### config.mk
export PLATFORM = sky130hd
export DESIGN_NAME = ssp_uart_bus_arbiter
export DESIGN_NICKNAME = d
export VERILOG_FILES = /design/src/rtl/ssp_uart_arb_pkg.sv /design/src/rtl/ssp_rr_arbiter.sv /design/src/rtl/ssp_uart_bus_arbiter.sv
export SDC_FILE = /design/constraint.sdc
export NUM_CORES = 1
export LEC_CHECK = 0
export CAP_MARGIN = 20
export CORE_ASPECT_RATIO = 0.5
export CORE_UTILIZATION = 45
export DETAILED_ROUTE_END_ITERATION = 12
export PLACE_DENSITY = 0.85
export SKIP_LAST_GASP = 1
export SLEW_MARGIN = 15
export SYNTH_ARGS = -nofsm -noshare
export SYNTH_HDL_FRONTEND = slang
export SYNTH_SLANG_ARGS = --single-unit
### constraint.sdc
create_clock -name iClk -period 3.5 [get_ports iClk]
set_input_delay 0.7 -clock iClk [delete_from_list [all_inputs] [get_ports iClk]]
set_output_delay 0.7 -clock iClk [all_outputs]
set_load 0.05 [all_outputs]
### src/rtl/ssp_uart_arb_pkg.sv
// ---------------------------------------------------------------------------
// ssp_uart_arb_pkg
// Shared definitions for the SSP_UART register-port arbiter:
//   - FSM state encoding
//   - SSP_UART register address constants
//   - the power-up configuration table replayed after reset
// ---------------------------------------------------------------------------
package ssp_uart_arb_pkg;

   typedef enum logic [1:0] {
      ST_INIT    = 2'd0,
      ST_IDLE    = 2'd1,
      ST_ACCESS  = 2'd2,
      ST_CAPTURE = 2'd3
   } state_t;

   // SSP_UART register map
   localparam logic [2:0] RA_UCR0    = 3'd0;
   localparam logic [2:0] RA_UCR1    = 3'd1;
   localparam logic [2:0] RA_UCR2    = 3'd2;
   localparam logic [2:0] RA_RX_DATA = 3'd3;

   // Configuration table. The arbiter replays the first pInitCount entries,
   // so pInitCount must not exceed INIT_LEN.
   localparam int INIT_LEN = 3;
   localparam logic [2:0]  INIT_RA [INIT_LEN] = '{RA_UCR1, RA_UCR2, RA_UCR0};
   localparam logic [11:0] INIT_DI [INIT_LEN] = '{12'h0C1, 12'h001, 12'h000};

   // Returns {RA, DI} for table entry k; out-of-range entries read as zero.
   function automatic logic [14:0] init_entry(input int k);
      logic [14:0] entry;
      entry = '0;
      if (k >= 0 && k < INIT_LEN) entry = {INIT_RA[k], INIT_DI[k]};
      return entry;
   endfunction

endpackage

### src/rtl/ssp_rr_arbiter.sv
// ---------------------------------------------------------------------------
// ssp_rr_arbiter
// Two-way grant with a last-served pointer.
//   clk, srst   : clock, synchronous active-high reset
//   req[1:0]    : request vector {req1, req0}
//   update      : load served_id into the last-served pointer
//   served_id   : requester just completed
//   grant_valid : at least one request present
//   grant_id    : winning requester (0 or 1)
// With fair_rr = 0 requester 0 always wins on contention.
// ---------------------------------------------------------------------------
module ssp_rr_arbiter #(
   parameter bit fair_rr = 1'b1
) (
   input  logic       clk,
   input  logic       srst,
   input  logic [1:0] req,
   input  logic       update,
   input  logic       served_id,
   output logic       grant_valid,
   output logic       grant_id
);

   // Reset to 1 so requester 0 wins the first contention.
   logic last_reg;

   always_ff @(posedge clk) begin
      if (srst) begin
         last_reg <= 1'b1;
      end else if (update) begin
         last_reg <= served_id;
      end
   end

   always_comb begin
      grant_valid = |req;
      grant_id    = 1'b0;
      if (req == 2'b10) begin
         grant_id = 1'b1;
      end else if (req == 2'b11 && fair_rr) begin
         grant_id = ~last_reg;
      end
   end

endmodule

### src/rtl/ssp_uart_bus_arbiter.sv
// ---------------------------------------------------------------------------
// ssp_uart_bus_arbiter
// Shares the SSP register port of SSP_UART between two requesters. After
// reset the configuration table is written into the UART, then requesters
// are served one access at a time (IDLE -> ACCESS -> CAPTURE -> IDLE).
// Ports:
//   iClk, iRst                 : clock (also the UART's SSP_SCK), sync reset
//   iReq/iWnR/iAddr/iWData 0/1 : requester transaction, held until oAck
//   oAck0/1, oRData0/1         : completion pulse and registered read data
//   oInitDone, oBusy           : init table written, FSM not idle
//   SSP_*                      : registered UART register-port strobes/data
// ---------------------------------------------------------------------------
module ssp_uart_bus_arbiter
   import ssp_uart_arb_pkg::*;
#(
   parameter int         pInitCount  = 3,
   parameter logic [2:0] pRxDataAddr = 3'd3,
   parameter bit         pFairRR     = 1'b1
) (
   input  logic        iClk,
   input  logic        iRst,
   input  logic        iReq0,
   input  logic        iWnR0,
   input  logic [2:0]  iAddr0,
   input  logic [11:0] iWData0,
   output logic        oAck0,
   output logic [11:0] oRData0,
   input  logic        iReq1,
   input  logic        iWnR1,
   input  logic [2:0]  iAddr1,
   input  logic [11:0] iWData1,
   output logic        oAck1,
   output logic [11:0] oRData1,
   output logic        oInitDone,
   output logic        oBusy,
   output logic        SSP_SSEL,
   output logic        SSP_EOC,
   output logic        SSP_WnR,
   output logic        SSP_En,
   output logic [2:0]  SSP_RA,
   output logic [11:0] SSP_DI,
   input  logic [11:0] SSP_DO
);

   state_t      state_reg, state_next;
   logic [3:0]  k_reg, k_next;
   logic        phase_reg, phase_next;      // 0: issue table write, 1: gap
   logic        init_done_reg, init_done_next;
   logic        busy_reg;
   logic        gnt_reg, gnt_next;
   logic        wnr_lat_reg, wnr_lat_next;
   logic        ssel_reg, ssel_next;
   logic        eoc_reg, eoc_next;
   logic        wnr_reg, wnr_next;
   logic        en_reg, en_next;
   logic [2:0]  ra_reg, ra_next;
   logic [11:0] di_reg, di_next;
   logic        ack0_reg, ack0_next;
   logic        ack1_reg, ack1_next;
   logic [11:0] rdata0_reg, rdata0_next;
   logic [11:0] rdata1_reg, rdata1_next;

   logic        grant_valid, grant_id, rr_update;
   logic        sel_wnr;
   logic [2:0]  sel_addr;
   logic [11:0] sel_wdata;

   ssp_rr_arbiter #(.fair_rr(pFairRR)) u_rr (
      .clk         (iClk),
      .srst        (iRst),
      .req         ({iReq1, iReq0}),
      .update      (rr_update),
      .served_id   (gnt_reg),
      .grant_valid (grant_valid),
      .grant_id    (grant_id)
   );

   assign sel_wnr   = grant_id ? iWnR1   : iWnR0;
   assign sel_addr  = grant_id ? iAddr1  : iAddr0;
   assign sel_wdata = grant_id ? iWData1 : iWData0;

   // The bus registers are loaded with the values for the state being
   // entered, so SSP_* is asserted exactly during the ACCESS cycle.
   always_comb begin
      state_next     = state_reg;
      k_next         = k_reg;
      phase_next     = phase_reg;
      init_done_next = init_done_reg;
      gnt_next       = gnt_reg;
      wnr_lat_next   = wnr_lat_reg;
      ssel_next      = 1'b0;
      eoc_next       = 1'b0;
      wnr_next       = 1'b0;
      en_next        = 1'b0;
      ra_next        = '0;
      di_next        = '0;
      ack0_next      = 1'b0;
      ack1_next      = 1'b0;
      rdata0_next    = rdata0_reg;
      rdata1_next    = rdata1_reg;
      rr_update      = 1'b0;

      case (state_reg)
         ST_INIT: begin
            if (pInitCount == 0) begin
               state_next     = ST_IDLE;
               init_done_next = 1'b1;
            end else if (!phase_reg) begin
               {ra_next, di_next} = init_entry(int'(k_reg));
               ssel_next  = 1'b1;
               eoc_next   = 1'b1;
               wnr_next   = 1'b1;
               phase_next = 1'b1;
            end else begin
               // Gap cycle after each table write.
               phase_next = 1'b0;
               if (int'(k_reg) == pInitCount - 1) begin
                  k_next         = '0;
                  state_next     = ST_IDLE;
                  init_done_next = 1'b1;
               end else begin
                  k_next = k_reg + 4'd1;
               end
            end
         end
         ST_IDLE: begin
            if (grant_valid) begin
               gnt_next     = grant_id;
               wnr_lat_next = sel_wnr;
               ssel_next    = 1'b1;
               eoc_next     = 1'b1;
               wnr_next     = sel_wnr;
               ra_next      = sel_addr;
               di_next      = sel_wnr ? sel_wdata : 12'd0;
               en_next      = !sel_wnr && (sel_addr == pRxDataAddr);
               state_next   = ST_ACCESS;
            end
         end
         ST_ACCESS: begin
            // SSP_DO is valid during ACCESS; capture it with the ack so
            // oRData is already valid in the ack cycle.
            state_next = ST_CAPTURE;
            if (gnt_reg) begin
               ack1_next = 1'b1;
               if (!wnr_lat_reg) rdata1_next = SSP_DO;
            end else begin
               ack0_next = 1'b1;
               if (!wnr_lat_reg) rdata0_next = SSP_DO;
            end
         end
         ST_CAPTURE: begin
            rr_update  = 1'b1;
            state_next = ST_IDLE;
         end
         default: begin
            state_next = ST_INIT;
         end
      endcase
   end

   always_ff @(posedge iClk) begin
      if (iRst) begin
         state_reg     <= ST_INIT;
         k_reg         <= '0;
         phase_reg     <= 1'b0;
         init_done_reg <= 1'b0;
         busy_reg      <= 1'b0;
         gnt_reg       <= 1'b0;
         wnr_lat_reg   <= 1'b0;
         ssel_reg      <= 1'b0;
         eoc_reg       <= 1'b0;
         wnr_reg       <= 1'b0;
         en_reg        <= 1'b0;
         ra_reg        <= '0;
         di_reg        <= '0;
         ack0_reg      <= 1'b0;
         ack1_reg      <= 1'b0;
         rdata0_reg    <= '0;
         rdata1_reg    <= '0;
      end else begin
         state_reg     <= state_next;
         k_reg         <= k_next;
         phase_reg     <= phase_next;
         init_done_reg <= init_done_next;
         busy_reg      <= (state_next != ST_IDLE);
         gnt_reg       <= gnt_next;
         wnr_lat_reg   <= wnr_lat_next;
         ssel_reg      <= ssel_next;
         eoc_reg       <= eoc_next;
         wnr_reg       <= wnr_next;
         en_reg        <= en_next;
         ra_reg        <= ra_next;
         di_reg        <= di_next;
         ack0_reg      <= ack0_next;
         ack1_reg      <= ack1_next;
         rdata0_reg    <= rdata0_next;
         rdata1_reg    <= rdata1_next;
      end
   end

   assign oAck0     = ack0_reg;
   assign oAck1     = ack1_reg;
   assign oRData0   = rdata0_reg;
   assign oRData1   = rdata1_reg;
   assign oInitDone = init_done_reg;
   assign oBusy     = busy_reg;
   assign SSP_SSEL  = ssel_reg;
   assign SSP_EOC   = eoc_reg;
   assign SSP_WnR   = wnr_reg;
   assign SSP_En    = en_reg;
   assign SSP_RA    = ra_reg;
   assign SSP_DI    = di_reg;

endmodule

After elaboration in Yosys (flattened, before gate mapping)
Cells that the tools add are included.
{"block": "classes", "n_addsub": 1, "order_cmp": 2, "eq_ne": 8, "mux": 32, "n_bitwise": 7, "n_reduce_logical": 11}
{"cell": "two-way mux 12 bit", "n": 6}
{"cell": "greater-or-equal comparator 32 x 3 -> 1 bit (second input constant)", "n": 1}
{"cell": "NOT 4 -> 32 bit", "n": 1}
{"cell": "binary-select mux 12 bit (select 2 bit)", "n": 1}
{"cell": "case mux 12 bit (2 select lines)", "n": 1}
{"cell": "two-way mux 15 bit", "n": 1}
{"cell": "two-way mux 3 bit", "n": 5}
{"cell": "two-way mux 1 bit", "n": 9}
{"cell": "AND reduction 3 bit", "n": 3}
{"cell": "equality test 2 bit (second input constant)", "n": 4}
{"cell": "case mux 2 bit (4 select lines)", "n": 1}
{"cell": "binary-select mux 3 bit (select 2 bit)", "n": 1}
{"cell": "two-way mux 2 bit", "n": 3}
{"cell": "NOT 1 bit", "n": 6}
{"cell": "case mux 3 bit (2 select lines)", "n": 1}
{"cell": "adder 4 x 1 -> 4 bit (second input constant)", "n": 1}
{"cell": "equality test 4 x 3 -> 1 bit (second input constant)", "n": 1}
{"cell": "< comparator 4 x 2 -> 1 bit (second input constant)", "n": 1}
{"cell": "two-way mux 4 bit", "n": 1}
{"cell": "case mux 1 bit (2 select lines)", "n": 2}
{"cell": "AND reduction 2 bit", "n": 2}
{"cell": "OR reduction 2 bit", "n": 2}
{"cell": "equality test 3 x 2 -> 1 bit (second input constant)", "n": 1}
{"cell": "OR reduction 3 bit", "n": 1}
{"cell": "other kinds (5)", "n": 5}
{"block": "word_totals", "reg_bits": 56, "input_bits": 48, "out_inout_bits": 47, "wordCells": 78}

Logic depth before layout (Yosys ltp)
Gate-level depths: netlist of the first run.
{"block": "logic_depth", "ltp_word": 7, "mapped_depth": 5, "ltp_nobuf": 5}

Modules after synthesis
Synthesis of the first run repeated with hierarchy kept, for this count alone.
{"block": "unflattened", "hier_cells": 243, "area_unflattened_um2": 2179.6}
{"module": "ssp_uart_bus_arbiter", "instances": 1, "cells_per_inst": 238, "area_per_inst_um2": 2130.8, "seq_area_each_um2": 1101.1}
{"module": "ssp_rr_arbiter", "instances": 1, "cells_per_inst": 5, "area_per_inst_um2": 48.8, "seq_area_each_um2": 20.0}

Least setup slack after synthesis of the first run
Ideal clock, no wire load.
{"block": "synth_timing", "kind": "input-to-reg", "start": "input port iReq1", "end": "register wnr_reg (netlist: SSP_WnR)", "setup_time_ns": 0.132, "arrival_ns": 1.690, "required_time_ns": 3.368, "path_slack_ns": 1.678, "cell_stages": 5, "n_path_buf": 2, "cell_sequence": "a21boi_0 > buf_2 > mux2i_1 > clkbuf_1 > o21ai_0"}
{"block": "synth_via", "elab_chain_cells": 6, "word_cells_on_any_way": 8, "classes_between": "eq/ne (2); mux (5); reduce/logical (1)"}
{"element": "from (decl)", "line_no": "ssp_uart_bus_arbiter.sv:28", "source": "input logic iReq1,"}
{"element": "equality test 2 bit", "line_no": "ssp_rr_arbiter.sv:40", "source": "end else if (req == 2'b11 && fair_rr) begin"}
{"element": "two-way mux 1 bit", "line_no": "ssp_rr_arbiter.sv:40"}
{"element": "two-way mux 1 bit", "line_no": "ssp_rr_arbiter.sv:38", "source": "if (req == 2'b10) begin"}
{"element": "two-way mux 1 bit", "line_no": "ssp_uart_bus_arbiter.sv:78", "source": "assign sel_wnr = grant_id ? iWnR1 : iWnR0;"}
{"element": "two-way mux 1 bit *", "line_no": "ssp_uart_bus_arbiter.sv:127", "source": "if (grant_valid) begin"}
{"element": "case mux 1 bit (2 select lines) *", "line_no": "ssp_uart_bus_arbiter.sv:103", "source": "case (state_reg)"}
{"element": "to (signal assigned)", "line_no": "ssp_uart_bus_arbiter.sv:190", "source": "wnr_reg <= wnr_next;"}
{"element": "to (decl)", "line_no": "ssp_uart_bus_arbiter.sv:54", "source": "logic wnr_reg, wnr_next;"}
Mark *: on every way between the ends. The rest lies on a longest branch, timed or not.
A chain may end at the register's enable or synchronous reset.

==> flow_metrics.py, run 1 <==
metrics = {
    "run_status": {
        "status": "finished, final reports clean",
    },
    "pwr": {
        "p_per_area_nw_per_um2": 448,
        "leakage_nw": 1.18,
        "ir_worst_vdd_mv": 0.201,
    },
    "floorplan": {
        "fp.dieArea_um2": 5180,
        "die_h_um": 51.4,
        "fp.coreArea_um2": 4530,
        "row_count": 17,
        "die_w_um": 101,
        "start_util_pct": 48.4,
        "pin_count": 95,
    },
    "logic_synthesis": {
        "syn_area_um2": 2190,
        "synthDistinctLibCells": 36,
        "avgSynthCellArea_um2": 8.71,
        "synth_common_cells": "nand2_1, dfxtp_1, a21oi_1",
        "yosys.area.top_type": "dfxtp_1",
        "synth_nets": 304,
        "yosysMostFrequentCell": "nand2_1",
        "synth-seq-cells": 56,
        "netlist_instances": 252,
        "yosys_warnings": 0,
        "synthArstFlopShare_pct": 0,
        "synth_edf_count": 0,
        "synth.area.top_cells": "dfxtp_1, nand2_1, a21oi_1",
        "ys_seq_area_share_pct": 51.1,
        "synth_ff_type": "dfxtp_1",
        "synth_top_area_share_pct": 51.1,
    },
    "setup_path": {
        "worst_setup_path_start_kind": "input pin",
        "rrSetupSlack_ns": 1.77,
        "worstSetupStartpoint": "iRst",
        "criticalPathCategory": "in -> reg",
        "cp.required_ns": 3.72,
        "worst_path_largest_cell_delay_ns": 0.76,
        "cp-end-kind": "flip-flop",
        "ff2ff_path_depth": 3,
        "crit_fanout": 19,
        "arrival_ns": 2.43,
        "slowest_stage": "or3_1",
        "worstPathCellList": "clkdlybuf4s50_1 > or3_1 > o21ai_0",
        "r2r-start": "state_reg[0]$_SDFF_PP0_",
    },
    "clock_network": {
        "clock_latency_ns": 0.30,
        "cts-root-buf": "clkbuf_8",
        "clock-sinks": 56,
        "ctsHoldBuffers": 0,
        "htreeDepth": 2,
        "clk_pin_slew_ns": 0.09,
        "tritoncts": "yes",
        "postCtsSetupBuffers": 0,
        "max-clock-path-buffers": 2,
        "numCtsBuffers": 5,
        "cts_resized": 0,
    },
    "layout": {
        "regArea_um2": 1120,
        "final_cell_count_no_fill": 407,
        "stdcell_area_um2": 3340,
        "final_util_pct": 73.8,
        "diodes": 0,
        "nets": 392,
        "areaGrowthSynthToFinish_pct": 52.3,
        "filler_cell_count": 360,
        "drive_above_1_share_pct": 6.45,
        "multi_input_area_um2": 995,
    },
    "routing": {
        "avgViaCountPerCell": 5.13,
        "drt-wirelength-per-cell_um": 14.0,
        "drt_first_pass_iters": 4,
        "drt-total-wl_um": 5680,
        "vias": 2087,
        "antenna_left": 0,
        "drtIter0Drc": 59,
        "drc": 0,
    },
    "place": {
        "gp_congestion": 0.823,
        "dp.final_hpwl_um": 4190,
        "placedCellCount": 398,
        "io_buffers": 94,
        "placed_cell_area_um2": 3180,
    },
    "timing": {
        "max_freq_mhz": 451,
        "finalCritPeriodShare_pct": 63.3,
        "finalSetupViolCount": 0,
        "finalClockSkew_ns": 0.00657,
        "hold_viol_final": 0,
        "finalCriticalPeriod_ns": 2.22,
        "rsz0062_at_grt": "no",
        "maxSlewHeadroom_pct": 59.6,
        "worst_pin_slew_ns": 0.606,
        "report.final.slew_viol_count": 0,
        "tns_ns": 0,
    },
    "worst_hold_path": {
        "hold_path.class": "reg -> reg",
        "holdPathStages": 2,
        "hold_start": "oRData1[3]$_SDFFE_PP0P_",
    },
    "grt": {
        "antenna_found_initial": 0,
        "grt_max_degree": 25,
        "grt.total_usage_pct": 22.8,
        "grt_pass1_wl_um": 9120,
        "grt_pass1_vias": 2036,
        "grt-ovfl-total": 0,
    },
    "run": {
        "cap_violations": 0,
    },
}
==> critical path, delay by kind of cell <==
kind,cells,cell delay [ns]
and+or+nand+nor,1,0.76
AOI/OAI and AO/OA,1,0.27
buffers and inverters,1,0.70
==> metrics by stage <==
stage               setup slack (ns)  power, W  hold WS, ns
CTS                             1.30   0.00151        0.462
global placement                1.09  0.000942        0.439
finish                          1.29   0.00150        0.457
global route                    1.18   0.00155        0.492
detailed placement             0.980  0.000948        0.448
floorplan                       1.68  0.000835        0.456
==> final cells by class <==
type	count	share of cell area (%)
tap	66	2.47
timing repair buffer	98	29.0
sequential	56	33.5
clock inverter	3	2.69
inverter	4	0.449
multi-input combinational	175	29.8
clock buffer	5	2.06
==> placed cells by master (no fill, tap or decap), types with 2 or more instances in the layout <==
| master | Yosys | routed |
|---|---|---|
| a21oi_1 | 34 | 34 |
| buf_4 | 1 | 3 |
| bufinv_16 | 0 | 3 |
| clkbuf_8 | 0 | 5 |
| clkdlybuf4s50_1 | 0 | 94 |
| dfxtp_1 | 56 | 56 |
| ha_1 | 4 | 4 |
| inv_1 | 4 | 4 |
| mux2_2 | 3 | 3 |
| mux2i_1 | 14 | 14 |
| nand2_1 | 61 | 61 |
| nand3_1 | 7 | 7 |
| nor2_1 | 8 | 8 |
| nor2b_1 | 2 | 2 |
| nor3_1 | 10 | 10 |
| nor4bb_1 | 2 | 2 |
| o21ai_0 | 9 | 9 |
| or2_2 | 2 | 2 |
| or3_1 | 2 | 2 |
==> metal layers <==
layer,part of all wire [%],wire length (um),vias to the layer above,global-route usage (%)
li1,-,-,1030,-
met1,44,2470,979,27.7
met2,50,2870,74,41.6
met3,5.7,325,4,5.20
met4,0.23,13,0,4.83
met5,0,0,-,0
==> power breakdown <==
part | total [W] | switching (W) | leakage, nW | internal (W)
logic | 0.000256 | 0.000141 | 0.647 | 0.000115
registers | 0.000679 | 0.0000181 | 0.454 | 0.000661
clock network | 0.000564 | 0.000206 | 0.0784 | 0.000358
total | 0.00150 | 0.000365 | 1.18 | 0.00113
==> path summary, 6_finish.rpt <==
path | to
max reg2reg | SSP_RA[1]$_SDFF_PP0_
min | oRData1[3]$_SDFFE_PP0P_
min reg2reg | oRData1[3]$_SDFFE_PP0P_
max | SSP_RA[1]$_SDFF_PP0_
==> kinds of logic (layout without fill, tap and decap cells) <==
logic type               count (synthesis)  in the layout  share of synthesized area [%]
multiplexers                            17             17                           7.92
buffers and inverters                   21            110                           4.05
adder cells (fa/ha/maj)                  4              4                           2.28
AND/OR/NAND/NOR                        105            105                           22.6
flip-flops                              56             56                           51.1
XOR/XNOR                                 1              1                          0.399
AO/OA/AOI/OAI                           48             48                           11.7
Power figures use the tool's default switching activity.
==> run 2, diff against run 1 <==
--- a/config.mk
+++ b/config.mk
@@ -7,9 +7,9 @@
 export LEC_CHECK = 0
 export CAP_MARGIN = 20
 export CORE_ASPECT_RATIO = 0.5
-export CORE_UTILIZATION = 45
+export CORE_UTILIZATION = 42
 export DETAILED_ROUTE_END_ITERATION = 12
-export PLACE_DENSITY = 0.85
+export PLACE_DENSITY = 0.8
 export SKIP_LAST_GASP = 1
 export SLEW_MARGIN = 15
 export SYNTH_ARGS = -nofsm -noshare
==> constraint.sdc (replaced) <==
create_clock -name iClk -period 2.15 [get_ports iClk]
set_input_delay 0.43 -clock iClk [delete_from_list [all_inputs] [get_ports iClk]]
set_output_delay 0.43 -clock iClk [all_outputs]
set_load 0.05 [all_outputs]
==> run 2 against run 1 <==
  * Worst setup slack got worse by 1.0 ns
  * Critical path depth decreased by 2
  * Clock skew decreased by 0.0045 ns
  * Largest power group unchanged
  * Critical endpoint is now oRData1[2]
  * Count of clock-buffer cells in the layout increased by 3
  * Sequential share of layout area increased by 0.50 points
  * Final cell count increased by 1.5%
==> flow_metrics.py, run 2 (same netlist as run 1, synthesis figures left out) <==
metrics = {
    "clock_network": {
        "ctsHoldBuffers": 0,
        "postCtsSetupBuffers": 0,
        "clk_pin_slew_ns": 0.09,
        "tritoncts": "yes",
        "cts-root-buf": "clkbuf_8",
        "numCtsBuffers": 5,
        "htreeDepth": 2,
        "max-clock-path-buffers": 2,
        "clock_latency_ns": 0.30,
        "cts_resized": 0,
        "clock-sinks": 56,
    },
    "layout": {
        "multi_input_area_um2": 995,
        "areaGrowthSynthToFinish_pct": 50.1,
        "diodes": 0,
        "layout.cells.most_common": "clkdlybuf4s50_1",
        "regArea_um2": 1120,
        "layout_common_cells": "clkdlybuf4s50_1, nand2_1, dfxtp_1, a21oi_1, mux2i_1",
        "nets": 394,
        "drive_above_1_share_pct": 6.41,
        "filler_cell_count": 428,
    },
    "timing": {
        "finalClockSkew_ns": 0.00209,
        "finalCriticalPeriod_ns": 1.90,
        "rsz0062_at_grt": "no",
        "report.final.slew_viol_count": 0,
        "layout_setup_ws_ns": 0.250,
        "worst_pin_slew_ns": 0.640,
        "holdWs_ns": 0.459,
        "hold_viol_final": 0,
        "max_freq_mhz": 526,
        "maxSlewHeadroom_pct": 57.1,
        "tns_ns": 0,
        "finalSetupViolCount": 0,
        "finalCritPeriodShare_pct": 88.3,
    },
    "routing": {
        "avgViaCountPerCell": 4.95,
        "drt_first_pass_iters": 4,
        "drt-total-wl_um": 5270,
        "antenna_left": 0,
        "drtIter0Drc": 34,
        "drt-wirelength-per-cell_um": 12.8,
        "drc": 0,
        "vias": 2044,
    },
    "setup_path": {
        "cp_top_family": "buffers and inverters",
        "criticalPathCategory": "reg -> out",
        "r2r-start": "state_reg[1]$_SDFF_PP0_",
        "r2r_end": "oRData0[3]$_SDFFE_PP0P_",
        "worst_path_largest_cell_delay_ns": 0.81,
        "worstSetupStartpoint": "oRData1[2]$_SDFFE_PP0P_",
        "cp-end-kind": "output port",
        "worst-path-stages": 1,
        "worstPathCellList": "clkdlybuf4s50_1",
        "cp-endpoint": "oRData1[2]",
        "cp.required_ns": 1.72,
        "worst_setup_path_start_kind": "flip-flop",
        "slowest_stage": "clkdlybuf4s50_1",
        "arrival_ns": 1.47,
        "crit_fanout": 2,
        "ff2ff_path_depth": 3,
        "rrSetupSlack_ns": 0.40,
        "cp_num_buf_inv": 1,
    },
    "grt": {
        "met2_usage_pct": 37.6,
        "grt_max_degree": 21,
        "met1_usage_pct": 21.4,
        "grt-ovfl-total": 0,
        "grt_pass1_wl_um": 8490,
        "grt.total_usage_pct": 19.8,
        "grt_busiest_layer": "met2",
        "grt_pass1_vias": 1988,
        "antenna_found_initial": 0,
        "use_met3_pct": 6.65,
    },
    "worst_hold_path": {
        "hold_path.class": "reg -> reg",
    },
    "floorplan": {
        "die_w_um": 104,
        "pin_count": 95,
        "fp.coreArea_um2": 4980,
        "start_util_pct": 44.1,
        "fp.dieArea_um2": 5540,
        "die_h_um": 53.1,
        "row_count": 18,
    },
    "run": {
        "cap_violations": 0,
    },
    "place": {
        "gp_congestion": 0.772,
        "pre_cts_ws_ns": 0.130,
        "dp.final_hpwl_um": 3950,
        "io_buffers": 94,
    },
    "run_status": {
        "status": "finished, final reports clean",
    },
    "pwr": {
        "leakage_nw": 1.16,
        "p_per_area_nw_per_um2": 638,
        "ir_worst_vdd_mv": 0.290,
    },
}
==> run 2: worst min path at each step <==
stage                            start                      end  depth (start not counted)
6_report       oRData0[9]$_SDFFE_PP0P_  oRData0[9]$_SDFFE_PP0P_                          2
3_5_place_dp   oRData0[5]$_SDFFE_PP0P_  oRData0[5]$_SDFFE_PP0P_                          2
3_3_place_gp    oInitDone$_SDFFE_PP0P_   oInitDone$_SDFFE_PP0P_                          2
2_1_floorplan     gnt_reg$_SDFFE_PP0P_         oAck0$_SDFF_PP0_                          1
5_1_grt         oInitDone$_SDFFE_PP0P_   oInitDone$_SDFFE_PP0P_                          2
4_1_cts        oRData0[5]$_SDFFE_PP0P_  oRData0[5]$_SDFFE_PP0P_                          2
==> run 2: metal layers <==
metal,wire length [um],vias to the layer above,part of all wire [%]
met5,0,-,0
met4,53,0,1.0
met3,377,8,7.2
met2,2540,60,48
met1,2300,945,44
li1,-,1031,-
==> run 2: final cells by class <==
class | instances | area share (%)
flip-flops and latches | 56 | 34.0
inverters | 4 | 0.456
repair buffers | 100 | 29.9
multi-input cells | 175 | 30.2
well taps | 70 | 2.66
clock buffers | 8 | 2.73
==> run 2: per-stage QoR <==
stage                     instances  cell area (um2)  total power, W  utilization (%)
after global placement          405             3200         0.00154             64.4
after CTS                       413             3290         0.00212             66.2
final                           413             3290         0.00210             66.2
after global routing            413             3290         0.00219             66.2
after floorplan                 252             2190         0.00136                -
after detailed placement        405             3200         0.00155             64.4
==> run 2: worst reg2reg max path, stage by stage, from the launching register on <==
cell and delay, ns:
dfxtp_1 0.60, or4b_2 0.82, nand2_1 0.14, a21oi_1 0.07
==> run 2: where the power goes <==
group	switching (W)	total, W	leakage, nW	internal [W]
registers	0.0000278	0.00110	0.454	0.00108
logic	0.000229	0.000419	0.658	0.000190
clock network	0.000315	0.000579	0.0455	0.000263
total	0.000572	0.00210	1.16	0.00153
==> run 3, diff against run 2 <==
--- a/config.mk
+++ b/config.mk
@@ -9,7 +9,9 @@
 export CORE_ASPECT_RATIO = 0.5
 export CORE_UTILIZATION = 42
 export DETAILED_ROUTE_END_ITERATION = 12
-export PLACE_DENSITY = 0.8
+export GPL_TIMING_DRIVEN = 0
+export HOLD_SLACK_MARGIN = 0.1
+export PLACE_DENSITY_LB_ADDON = 0.05
 export SKIP_LAST_GASP = 1
 export SLEW_MARGIN = 15
 export SYNTH_ARGS = -nofsm -noshare
==> run 3 against run 2 <==
  * Die area is the same
  * Clock skew is 0.0026 ns higher
  * Routed wire length increased by 1.3%
  * Highest routed layer unchanged
  * First-iteration DRC count increased to 2.6 times the previous value
==> flow_metrics.py, run 3 (same netlist as run 1, synthesis figures left out) <==
metrics = {
    "floorplan": {
        "start_util_pct": 44.1,
        "pin_count": 95,
        "die_h_um": 53.1,
        "row_count": 18,
        "die_w_um": 104,
        "fp.coreArea_um2": 4980,
        "fp.dieArea_um2": 5540,
    },
    "clock_network": {
        "htreeDepth": 2,
        "postCtsSetupBuffers": 0,
        "cts-root-buf": "clkbuf_8",
        "cts_resized": 0,
        "clock-sinks": 56,
        "clk_pin_slew_ns": 0.09,
        "clock_latency_ns": 0.30,
        "ctsHoldBuffers": 0,
        "tritoncts": "yes",
        "numCtsBuffers": 5,
        "max-clock-path-buffers": 2,
    },
    "timing": {
        "finalClockSkew_ns": 0.00468,
        "tns_ns": 0,
        "max_freq_mhz": 504,
        "maxSlewHeadroom_pct": 62.3,
        "finalCriticalPeriod_ns": 1.98,
        "worst_pin_slew_ns": 0.558,
        "rsz0062_at_grt": "no",
        "hold_viol_final": 0,
        "finalCritPeriodShare_pct": 92.3,
        "finalSetupViolCount": 0,
        "report.final.slew_viol_count": 0,
        "layout_setup_ws_ns": 0.166,
    },
    "routing": {
        "drt_first_pass_iters": 4,
        "met1_length_um": 2380,
        "wl_met3_um": 535,
        "drtIter0Drc": 88,
        "avgViaCountPerCell": 4.84,
        "drt-wirelength-per-cell_um": 12.6,
        "top_layer_used": "met4",
        "vias": 2052,
        "dr_wl_met2_um": 2370,
        "drc": 0,
        "antenna_left": 0,
        "drt-total-wl_um": 5340,
    },
    "grt": {
        "grt.total_usage_pct": 20.0,
        "antenna_found_initial": 0,
        "grt_max_degree": 16,
        "grt_pass1_vias": 1889,
        "grt-ovfl-total": 0,
        "grt_pass1_wl_um": 8380,
    },
    "place": {
        "placed_cell_area_um2": 3220,
        "pre_cts_ws_ns": -0.189,
        "gp_congestion": 0.783,
        "dp.final_hpwl_um": 4100,
        "io_buffers": 94,
    },
    "setup_path": {
        "arrival_ns": 2.17,
        "criticalPathCategory": "in -> reg",
        "worst_setup_path_start_kind": "input pin",
        "cp-end-kind": "flip-flop",
        "crit_fanout": 10,
        "cp.required_ns": 2.33,
        "rrSetupSlack_ns": 0.41,
    },
    "worst_hold_path": {
        "hold_path.class": "reg -> reg",
    },
    "layout": {
        "drive_above_1_share_pct": 5.65,
        "layout_common_cells": "clkdlybuf4s50_1, nand2_1, dfxtp_1, a21oi_1, mux2i_1",
        "areaGrowthSynthToFinish_pct": 51.0,
        "diodes": 0,
        "layout.cells.most_common": "clkdlybuf4s50_1",
        "stdcell_area_um2": 3310,
        "final_util_pct": 66.6,
        "nets": 405,
    },
    "pwr": {
        "ir_worst_vdd_mv": 0.387,
        "p_total_w": 0.00210,
        "p_per_area_nw_per_um2": 634,
        "leakage_nw": 1.17,
    },
    "run_status": {
        "status": "finished, final reports clean",
    },
    "run": {
        "cap_violations": 0,
    },
}
==> run 3: critical path: stages <==
cell and delay (ns):
clkdlybuf4s50_1 0.50, a21boi_0 0.18, buf_2 0.28, mux2i_1 0.25, clkbuf_1 0.38, o21ai_0 0.15
==> run 3: final cells by class <==
type                    instances  area [um2]
well taps                      70        87.6
clock buffers                   8        90.1
repair buffers                 94         941
inverters                       4        15.0
flip-flops and latches         56        1120
fillers                       444        1660
multi-input cells             175         985
plain buffers                  17        73.8
==> run 3: final timing paths <==
path / startpoint / endpoint / depth (start not counted)
setup / recovery: iReq1 / SSP_WnR$_SDFF_PP0_ / 6
hold / removal: oInitDone$_SDFFE_PP0P_ / oInitDone$_SDFFE_PP0P_ / 2
setup reg to reg: gnt_reg$_SDFFE_PP0P_ / oRData0[11]$_SDFFE_PP0P_ / 4
hold reg to reg: oInitDone$_SDFFE_PP0P_ / oInitDone$_SDFFE_PP0P_ / 2
==> run 3: stage by stage <==
step / hold WS, ns / instances
final: 0.455 / 424
after global routing: 0.486 / 424
after detailed placement: 0.442 / 416
after global placement: 0.436 / 416
after floorplan: 0.456 / 252
after CTS: 0.454 / 424
==> run 3: power by group <==
part | total [W] | internal (W) | switching, W
Combinational | 0.000425 | 0.000191 | 0.000234
Clock | 0.000577 | 0.000263 | 0.000313
Sequential | 0.00110 | 0.00108 | 0.0000230
Total | 0.00210 | 0.00153 | 0.000570
==> run 3: layer usage <==
metal	up-vias	GRT usage (%)
met4	0	5.95
met1	916	23.0
li1	1052	-
met5	-	0
met3	7	9.36
met2	77	33.9
